File: src/rtl/rx_tx_pkg.sv
// Shared egress datapath types: byte width, link-table entry layout and the
// frame reader state encoding.
package rx_tx_pkg;

    localparam int unsigned DATA_WIDTH = 8;
    localparam int unsigned PTR_W      = 6;

    typedef struct packed {
        logic             last;
        logic [PTR_W-1:0] next;
    } link_entry_t;

    typedef enum logic [2:0] {
        IDLE,
        FETCH,
        CAPTURE,
        HOLD,
        FREE
    } rd_state_e;

endpackage

File: src/rtl/egress_frame_reader.sv
// Egress frame reader: walks a linked chain of buffer blocks, presents each
// block to the TX MAC and returns consumed blocks to the free list.
module egress_frame_reader
    import rx_tx_pkg::*;
#(
    parameter int unsigned ADDR_W      = 6,
    parameter int unsigned BLOCK_BYTES = 64,
    parameter int unsigned MAX_BLOCKS  = 24
) (
    input  logic                              switch_clk,
    input  logic                              switch_rst_n,
    input  logic                              mem_start_i,
    input  logic [ADDR_W-1:0]                 mem_start_addr_i,
    input  logic                              mem_re_i,
    output logic [BLOCK_BYTES*DATA_WIDTH-1:0] frame_data_o,
    output logic                              frame_valid_o,
    output logic                              frame_end_o,
    output logic                              buf_rd_en_o,
    output logic [ADDR_W-1:0]                 buf_rd_addr_o,
    input  logic [BLOCK_BYTES*DATA_WIDTH-1:0] buf_rd_data_i,
    input  logic [ADDR_W:0]                   link_rd_data_i,
    output logic                              free_valid_o,
    output logic [ADDR_W-1:0]                 free_ptr_o,
    input  logic                              free_ready_i,
    output logic                              proto_err_o
);

    localparam int unsigned FRAME_W = BLOCK_BYTES * DATA_WIDTH;
    localparam int unsigned CNT_W   = $clog2(MAX_BLOCKS + 1);
    localparam logic [CNT_W-1:0] LAST_CNT = CNT_W'(MAX_BLOCKS - 1);

    rd_state_e          state_q;
    logic [ADDR_W-1:0]  cur_ptr_q;
    logic [ADDR_W-1:0]  next_ptr_q;
    logic               end_q;
    logic [CNT_W-1:0]   blk_cnt_q;
    logic [FRAME_W-1:0] frame_data_q;
    logic               frame_valid_q;
    logic               frame_end_q;
    logic               buf_rd_en_q;
    logic [ADDR_W-1:0]  buf_rd_addr_q;
    logic               free_valid_q;
    logic [ADDR_W-1:0]  free_ptr_q;
    logic               proto_err_q;

    logic link_last;
    logic at_limit;
    logic block_end;

    assign link_last = link_rd_data_i[ADDR_W];
    assign at_limit  = (blk_cnt_q == LAST_CNT);
    assign block_end = link_last | at_limit;

    // Chain walker FSM; every output is a register.
    always_ff @(posedge switch_clk or negedge switch_rst_n) begin
        if (!switch_rst_n) begin
            state_q       <= IDLE;
            cur_ptr_q     <= '0;
            next_ptr_q    <= '0;
            end_q         <= 1'b0;
            blk_cnt_q     <= '0;
            frame_data_q  <= '0;
            frame_valid_q <= 1'b0;
            frame_end_q   <= 1'b0;
            buf_rd_en_q   <= 1'b0;
            buf_rd_addr_q <= '0;
            free_valid_q  <= 1'b0;
            free_ptr_q    <= '0;
            proto_err_q   <= 1'b0;
        end else begin
            buf_rd_en_q <= 1'b0;
            proto_err_q <= (mem_start_i && (state_q != IDLE)) ||
                           (mem_re_i && !frame_valid_q);

            case (state_q)
                IDLE: begin
                    if (mem_start_i) begin
                        cur_ptr_q <= mem_start_addr_i;
                        blk_cnt_q <= '0;
                        state_q   <= FETCH;
                    end
                end

                FETCH: begin
                    buf_rd_en_q   <= 1'b1;
                    buf_rd_addr_q <= cur_ptr_q;
                    state_q       <= CAPTURE;
                end

                // The strobe is registered, so RAM data lands one cycle after
                // CAPTURE is entered; the still-high strobe marks that wait cycle.
                CAPTURE: begin
                    if (!buf_rd_en_q) begin
                        frame_data_q  <= buf_rd_data_i;
                        next_ptr_q    <= link_rd_data_i[ADDR_W-1:0];
                        end_q         <= block_end;
                        frame_valid_q <= 1'b1;
                        frame_end_q   <= block_end;
                        blk_cnt_q     <= blk_cnt_q + CNT_W'(1);
                        if (at_limit && !link_last) begin
                            proto_err_q <= 1'b1;
                        end
                        state_q <= HOLD;
                    end
                end

                HOLD: begin
                    if (mem_re_i) begin
                        frame_valid_q <= 1'b0;
                        frame_end_q   <= 1'b0;
                        free_valid_q  <= 1'b1;
                        free_ptr_q    <= cur_ptr_q;
                        state_q       <= FREE;
                    end
                end

                FREE: begin
                    if (free_ready_i) begin
                        free_valid_q <= 1'b0;
                        if (end_q) begin
                            state_q <= IDLE;
                        end else begin
                            cur_ptr_q <= next_ptr_q;
                            state_q   <= FETCH;
                        end
                    end
                end

                default: state_q <= IDLE;
            endcase
        end
    end

    assign frame_data_o  = frame_data_q;
    assign frame_valid_o = frame_valid_q;
    assign frame_end_o   = frame_end_q;
    assign buf_rd_en_o   = buf_rd_en_q;
    assign buf_rd_addr_o = buf_rd_addr_q;
    assign free_valid_o  = free_valid_q;
    assign free_ptr_o    = free_ptr_q;
    assign proto_err_o   = proto_err_q;

endmodule
File: config.mk
export PLATFORM = sky130hd
export DESIGN_NAME = egress_frame_reader
export DESIGN_NICKNAME = d
export VERILOG_FILES = /design/src/rtl/rx_tx_pkg.sv /design/src/rtl/egress_frame_reader.sv
export SDC_FILE = /design/constraint.sdc
export NUM_CORES = 1
export LEC_CHECK = 0
export CAP_MARGIN = 30
export CORE_AREA = 2 2 406 408
export DETAILED_ROUTE_END_ITERATION = 8
export DIE_AREA = 0 0 408 410
export HOLD_SLACK_MARGIN = 0.05
export PLACE_DENSITY_LB_ADDON = 0.12
export SETUP_SLACK_MARGIN = 0.1
export SYNTH_ARGS = -nofsm -noshare
export SYNTH_HDL_FRONTEND = slang
export SYNTH_SLANG_ARGS = --single-unit
export TNS_END_PERCENT = 1
File: constraint.sdc
create_clock -name switch_clk -period 1.7 [get_ports switch_clk]
set_input_delay 0.34 -clock switch_clk [delete_from_list [all_inputs] [get_ports switch_clk]]
set_output_delay 0.34 -clock switch_clk [all_outputs]
set_load 0.01 [all_outputs]
# Word-level counts from Yosys, hierarchy flattened
# Cells that the tools add are included.
# word_totals
regBits	550
in_bits	530
out_inout_bits	529
elab_cells	70
# classes
addsub	1
eq_ne	10
mux	25
n_bitwise	2
n_reduce_logical	19
# ops
op	count
2-to-1 mux 6 bit	3
case mux 3 bit (5 select lines)	1
2-to-1 mux 3 bit	4
case mux 6 bit (2 select lines)	1
2-to-1 mux 1 bit	10
2-to-1 mux 5 bit	2
inequality test 2 bit (second input constant)	5
case mux 5 bit (2 select lines)	1
AND reduction 3 bit	3
AND reduction 4 bit	2
nonzero test 2 bit	4
== test 3 x 2 -> 1 bit (second input constant)	2
case mux 1 bit (2 select lines)	3
adder 5 x 1 -> 5 bit (second input constant)	1
== test 5 bit (second input constant)	1
AND reduction 2 bit	2
== test 3 x 1 -> 1 bit (second input constant)	1
== test 3 bit (second input constant)	1
logical AND 1 bit	3
logical NOT 3 bit	1
nonzero test 3 bit	1
logical NOT 1 bit	2
logical OR 1 bit	1
inverter 1 bit	1
OR 1 bit	1

# Depth between registers and ports, before layout
# logic_depth
word_depth	6
ltp_mapped	9
ltp_nobuf	5

# Worst setup path before layout
# Ideal clock, no wire load.
# synth_timing
kind	reg-to-reg
startpoint	register state_q[1]
endpoint	register frame_data_q[233] (netlist: frame_data_o[233])
setup_ns	0.116
arrival_ns	1.381
required_time_ns	1.584
path_slack_ns	0.203
path_stages_with_launch	10
path_buffers	5
synth_period_minus_slack_ns	1.497
cell_sequence	dfrtp_1 > buf_6 > nor2b_4 > buf_6 > and2_4 > buf_8 > buf_6 > buf_4 > nand2_1 > nand2_1
# synth_between
elab_chain_len	2
# synth_lines
item	line_no	text
start, declared	egress_frame_reader.sv:32	rd_state_e state_q;
start signal, assigned	egress_frame_reader.sv:57	state_q <= IDLE;
start signal, assigned	egress_frame_reader.sv:80	state_q <= FETCH;
start signal, assigned	egress_frame_reader.sv:87	state_q <= CAPTURE;
== test 3 x 2 -> 1 bit	egress_frame_reader.sv:75	case (state_q)
AND reduction 2 bit (no source line)	-	
end signal, assigned	egress_frame_reader.sv:94	frame_data_q <= buf_rd_data_i;
end, declared	egress_frame_reader.sv:37	logic [FRAME_W-1:0] frame_data_q;
# No other way between the ends.
# A chain may end at the register's enable or synchronous reset.

# Worst setup path after layout
# layout_timing
startpoint	register buf_rd_en_q (netlist: buf_rd_en_o)
endpoint	register frame_data_q[148] (netlist: frame_data_o[148])
# layout_between
elab_chain_len	2
# layout_lines
item	line_no	text
start, declared	egress_frame_reader.sv:40	logic buf_rd_en_q;
start signal, assigned	egress_frame_reader.sv:65	buf_rd_en_q <= 1'b0;
start signal, assigned	egress_frame_reader.sv:71	buf_rd_en_q <= 1'b0;
start signal, assigned	egress_frame_reader.sv:85	buf_rd_en_q <= 1'b1;
inverter 1 bit (no source line)	-	
AND reduction 2 bit (no source line)	-	
# No other way between the ends.

==> run summary <==
Post-synthesis compound-gate area fraction -> 0.00598
Critical path launch point type -> register
Most common cell after layout, fill and taps aside -> nand2_1
Main synth FF type -> dfrtp_1
Synth cell types -> 31
Post-synth ARST share -> 1.00
Worst r2r src -> buf_rd_en_o$_DFF_PN0_
RSZ-0062 raised after global routing -> true
Htree depth -> 3
Initial antenna violation count -> 17
Number of routed nets with antenna violations -> 0
Grt total ovfl -> 0
Endpoint, Worst Hold -> frame_data_o[54]$_DFFE_PN0P_
Worst rel slew slack -> 0.688
Maximum vdd ir drop -> 0.724 mV
Num rows -> 149
Die area -> 167000 µm²
PD cells -> 2120 nW/µm²
Fraction of layout cells with a size suffix above 1 -> 0.257
DRT iter0 DRCs -> 762
Crit path DAT -> 2.21 ns
Met1 Resource Use GR -> 0.144
Worst setup path start -> buf_rd_en_o$_DFF_PN0_
DRC -> 0
Synth Area in XOR/XNOR -> 0.00124
Clock buffer count from CTS -> 76
Root Buffer -> clkbuf_16
Pins Over Slew Limit -> 0
FF-to-FF setup slack -> 0.06 ns
Clk_lat worst skew -> 0.67 ns
Crit-path slowest cell -> dfrtp_1
Cell count after synthesis -> 2307
Hold_ws -> 0.201 ns
Post-DP Area -> 34800 µm²
Synth top area share -> 0.652
Initial Utilization -> 0.129
Crit path max-delay family -> simple AND/OR/NAND/NOR gates
IO buf count -> 1058
Reg clk slew, reported paths -> 0.06 ns
Overall routing resource usage -> 0.127
Layout net count -> 3971
Worst EP required -> 2.28 ns
HP Class -> input pin to register
Leakage power -> 18.6 nW
Drt total wl -> 111 mm
Pin count of the biggest net entering global routing -> 67
Fin. Hold Viols -> 0
Max Cap Viol -> 0
Area contributors post-synth -> dfrtp_1 (65%), nand2_1 (28%), buf_6 (2.8%)
Most frequent cells in the layout -> nand2_1 (1466), dfrtp_1 (532), clkdlybuf4s50_1 (528)
Syn Nets -> 2838
Clock Skew -> 0.0279 ns
CP bufs+invs -> 2
Mux cell area share after synthesis -> 0.00924
Detailed-route via count -> 19.3k
Tmin final -> 1.64 ns
Vias per Instance -> 3.39
Setup crit end kind -> register
Post-synthesis register bit count -> 550
Most frequent CP cell -> nand2_1
Worst slew pin tran -> 0.468 ns
Die width -> 408 µm
Hold Crit Depth -> 3
Largest area contributor in the netlist -> dfrtp_1
Grt met3 use -> 0.0485
Placed wire-length estimate -> 84.8 mm
Global Route met2 Usage -> 0.224
Final period util -> 0.962
Slowest cell delay on critical path -> 0.40 ns
Synth-to-Final Area Change -> 74.8%
Hold path start -> buf_rd_data_i[54]
Worst reg2reg path depth -> 6
Core area -> 163000 µm²
Post-route cell area -> 36900 µm²
WS Path Type -> register to register
Vias in the first global route -> 20.5k
Top Usage Layer GRT -> met2
F_max -> 611 MHz
Chip height -> 410 µm
Mapped Area -> 21100 µm²
Gpl congestion -> 0.822
Main combinational cell family by area after synthesis -> simple AND/OR/NAND/NOR gates
CP cell instances -> nor2b_4, and2_4, buf_12, buf_16, nand2_1, nand2_1
Seq/Total Area, Yosys -> 0.652
Final setup fails -> 0
Status -> finished clean
R2R Path End -> frame_data_o[148]$_DFFE_PN0P_
Syn. warnings -> 0
Clock buffer depth -> 3
Per-cell routed wire length -> 19.4 µm
FF+latch area -> 13800 µm²
Drt first pass iters -> 5
CTS Sinks -> 550
Critical path fanouts, max -> 40
IO Count -> 1059
Adder-Cell Fraction of Synth Area -> 0.000592
Final Util -> 0.226
Fillers -> 18.1k
Synth Area in Simple Gates -> 0.286
Multi-input logic area -> 6890 µm²
Total negative slack -> 0 ns
Avg Inst Size Synth -> 9.15 µm²
First-pass GRT wire length -> 156 mm
Number of synthesized flops with an enable pin -> 0
CTS tree -> built
==> worst max path at each step <==
stage | end | depth (start not counted)
3_3_place_gp | next_ptr_q[2]$_DFFE_PN0P_ | 6
4_1_cts | frame_data_o[494] | 1
6_report | frame_data_o[148]$_DFFE_PN0P_ | 6
5_1_grt | frame_data_o[180]$_DFFE_PN0P_ | 6
3_5_place_dp | next_ptr_q[2]$_DFFE_PN0P_ | 6
2_1_floorplan | frame_data_o[233]$_DFFE_PN0P_ | 9
==> timing repair <==
| action | CTS | global route |
|---|---|---|
| endpoints found under the hold margin | 517 | 0 |
| setup endpoints to repair | 604 | 874 |
| hold buffers | 1 | 0 |
| pin swaps | 0 | 84 |
| setup buffers | 7 | 5 |
| gates cloned | 0 | 3 |
| resized for setup | 1758 | 836 |
==> flip-flops by register name (all words and copies together) (netlist names) <==
name	flops
frame_valid_o	1
free_valid_o	1
end_q	1
blk_cnt_q	5
frame_data_o	512
cur_ptr_q	6
frame_end_o	1
buf_rd_en_o	1
free_ptr_o	6
buf_rd_addr_o	6
proto_err_o	1
state_q	3
next_ptr_q	6
==> through the flow <==
| stage | power [mW] | cells | setup slack [ns] |
|---|---|---|---|
| detailed placement | 63.5 | 5535 | 0.0153 |
| finish | 78.3 | 5696 | 0.0642 |
| floorplan | 40.4 | 2307 | 0.203 |
| global placement | 63.5 | 5535 | 0.0501 |
| CTS | 77.4 | 5681 | -0.0184 |
| global route | 84.4 | 5694 | -0.0162 |
==> per-layer routing <==
| layer | part of all wire | up-vias |
|---|---|---|
| met2 | 0.51 | 599 |
| li1 | - | 9266 |
| met1 | 0.39 | 9276 |
| met4 | 0.022 | 22 |
| met5 | 0.0012 | - |
| met3 | 0.077 | 134 |
==> Yosys cell counts, types with 2 or more instances <==
library cell,number
dfrtp_1,550
buf_8,2
nand3_1,2
nand2_1,1562
nor2b_1,3
nand3b_1,3
nor2_1,12
clkbuf_1,14
mux2i_1,6
buf_4,4
and3_1,3
a21oi_1,8
nand2b_1,2
xor2_1,3
buf_6,53
mux2_2,12
buf_2,47
o21ai_0,5
o211ai_1,4
==> worst min-delay path, delay by kind of cell <==
| kind | cells | cell delay [ns] |
|---|---|---|
| buf+inv | 1 | 0.39 |
| simple gates | 2 | 0.09 |
==> where the power goes <==
group / leakage, nW / internal [mW] / total, mW / switching (mW)
Sequential: 6.72 / 19.9 / 24.2 / 4.37
Clock: 1.28 / 10.0 / 16.8 / 6.80
Combinational: 10.6 / 16.0 / 37.3 / 21.2
Total: 18.6 / 45.9 / 78.3 / 32.4
==> final cells by class <==
type                    instances  area share
flip-flops and latches        550       0.374
repair buffers               1175       0.295
multi-input cells            1637       0.187
well taps                    2189      0.0742
clock buffers                 112      0.0610
clock inverters                26     0.00909
diodes                          7    0.000475
==> logic make-up after synthesis <==
logic type                 after synthesis
AOI/OAI and AO/OA                       21
buffers and inverters                  120
adders and majority gates                1
and+or+nand+nor                       1594
DFF                                    550
xor gates and xnor gates                 3
muxes                                   18
Note: power is estimated with default switching activity, not from simulation.
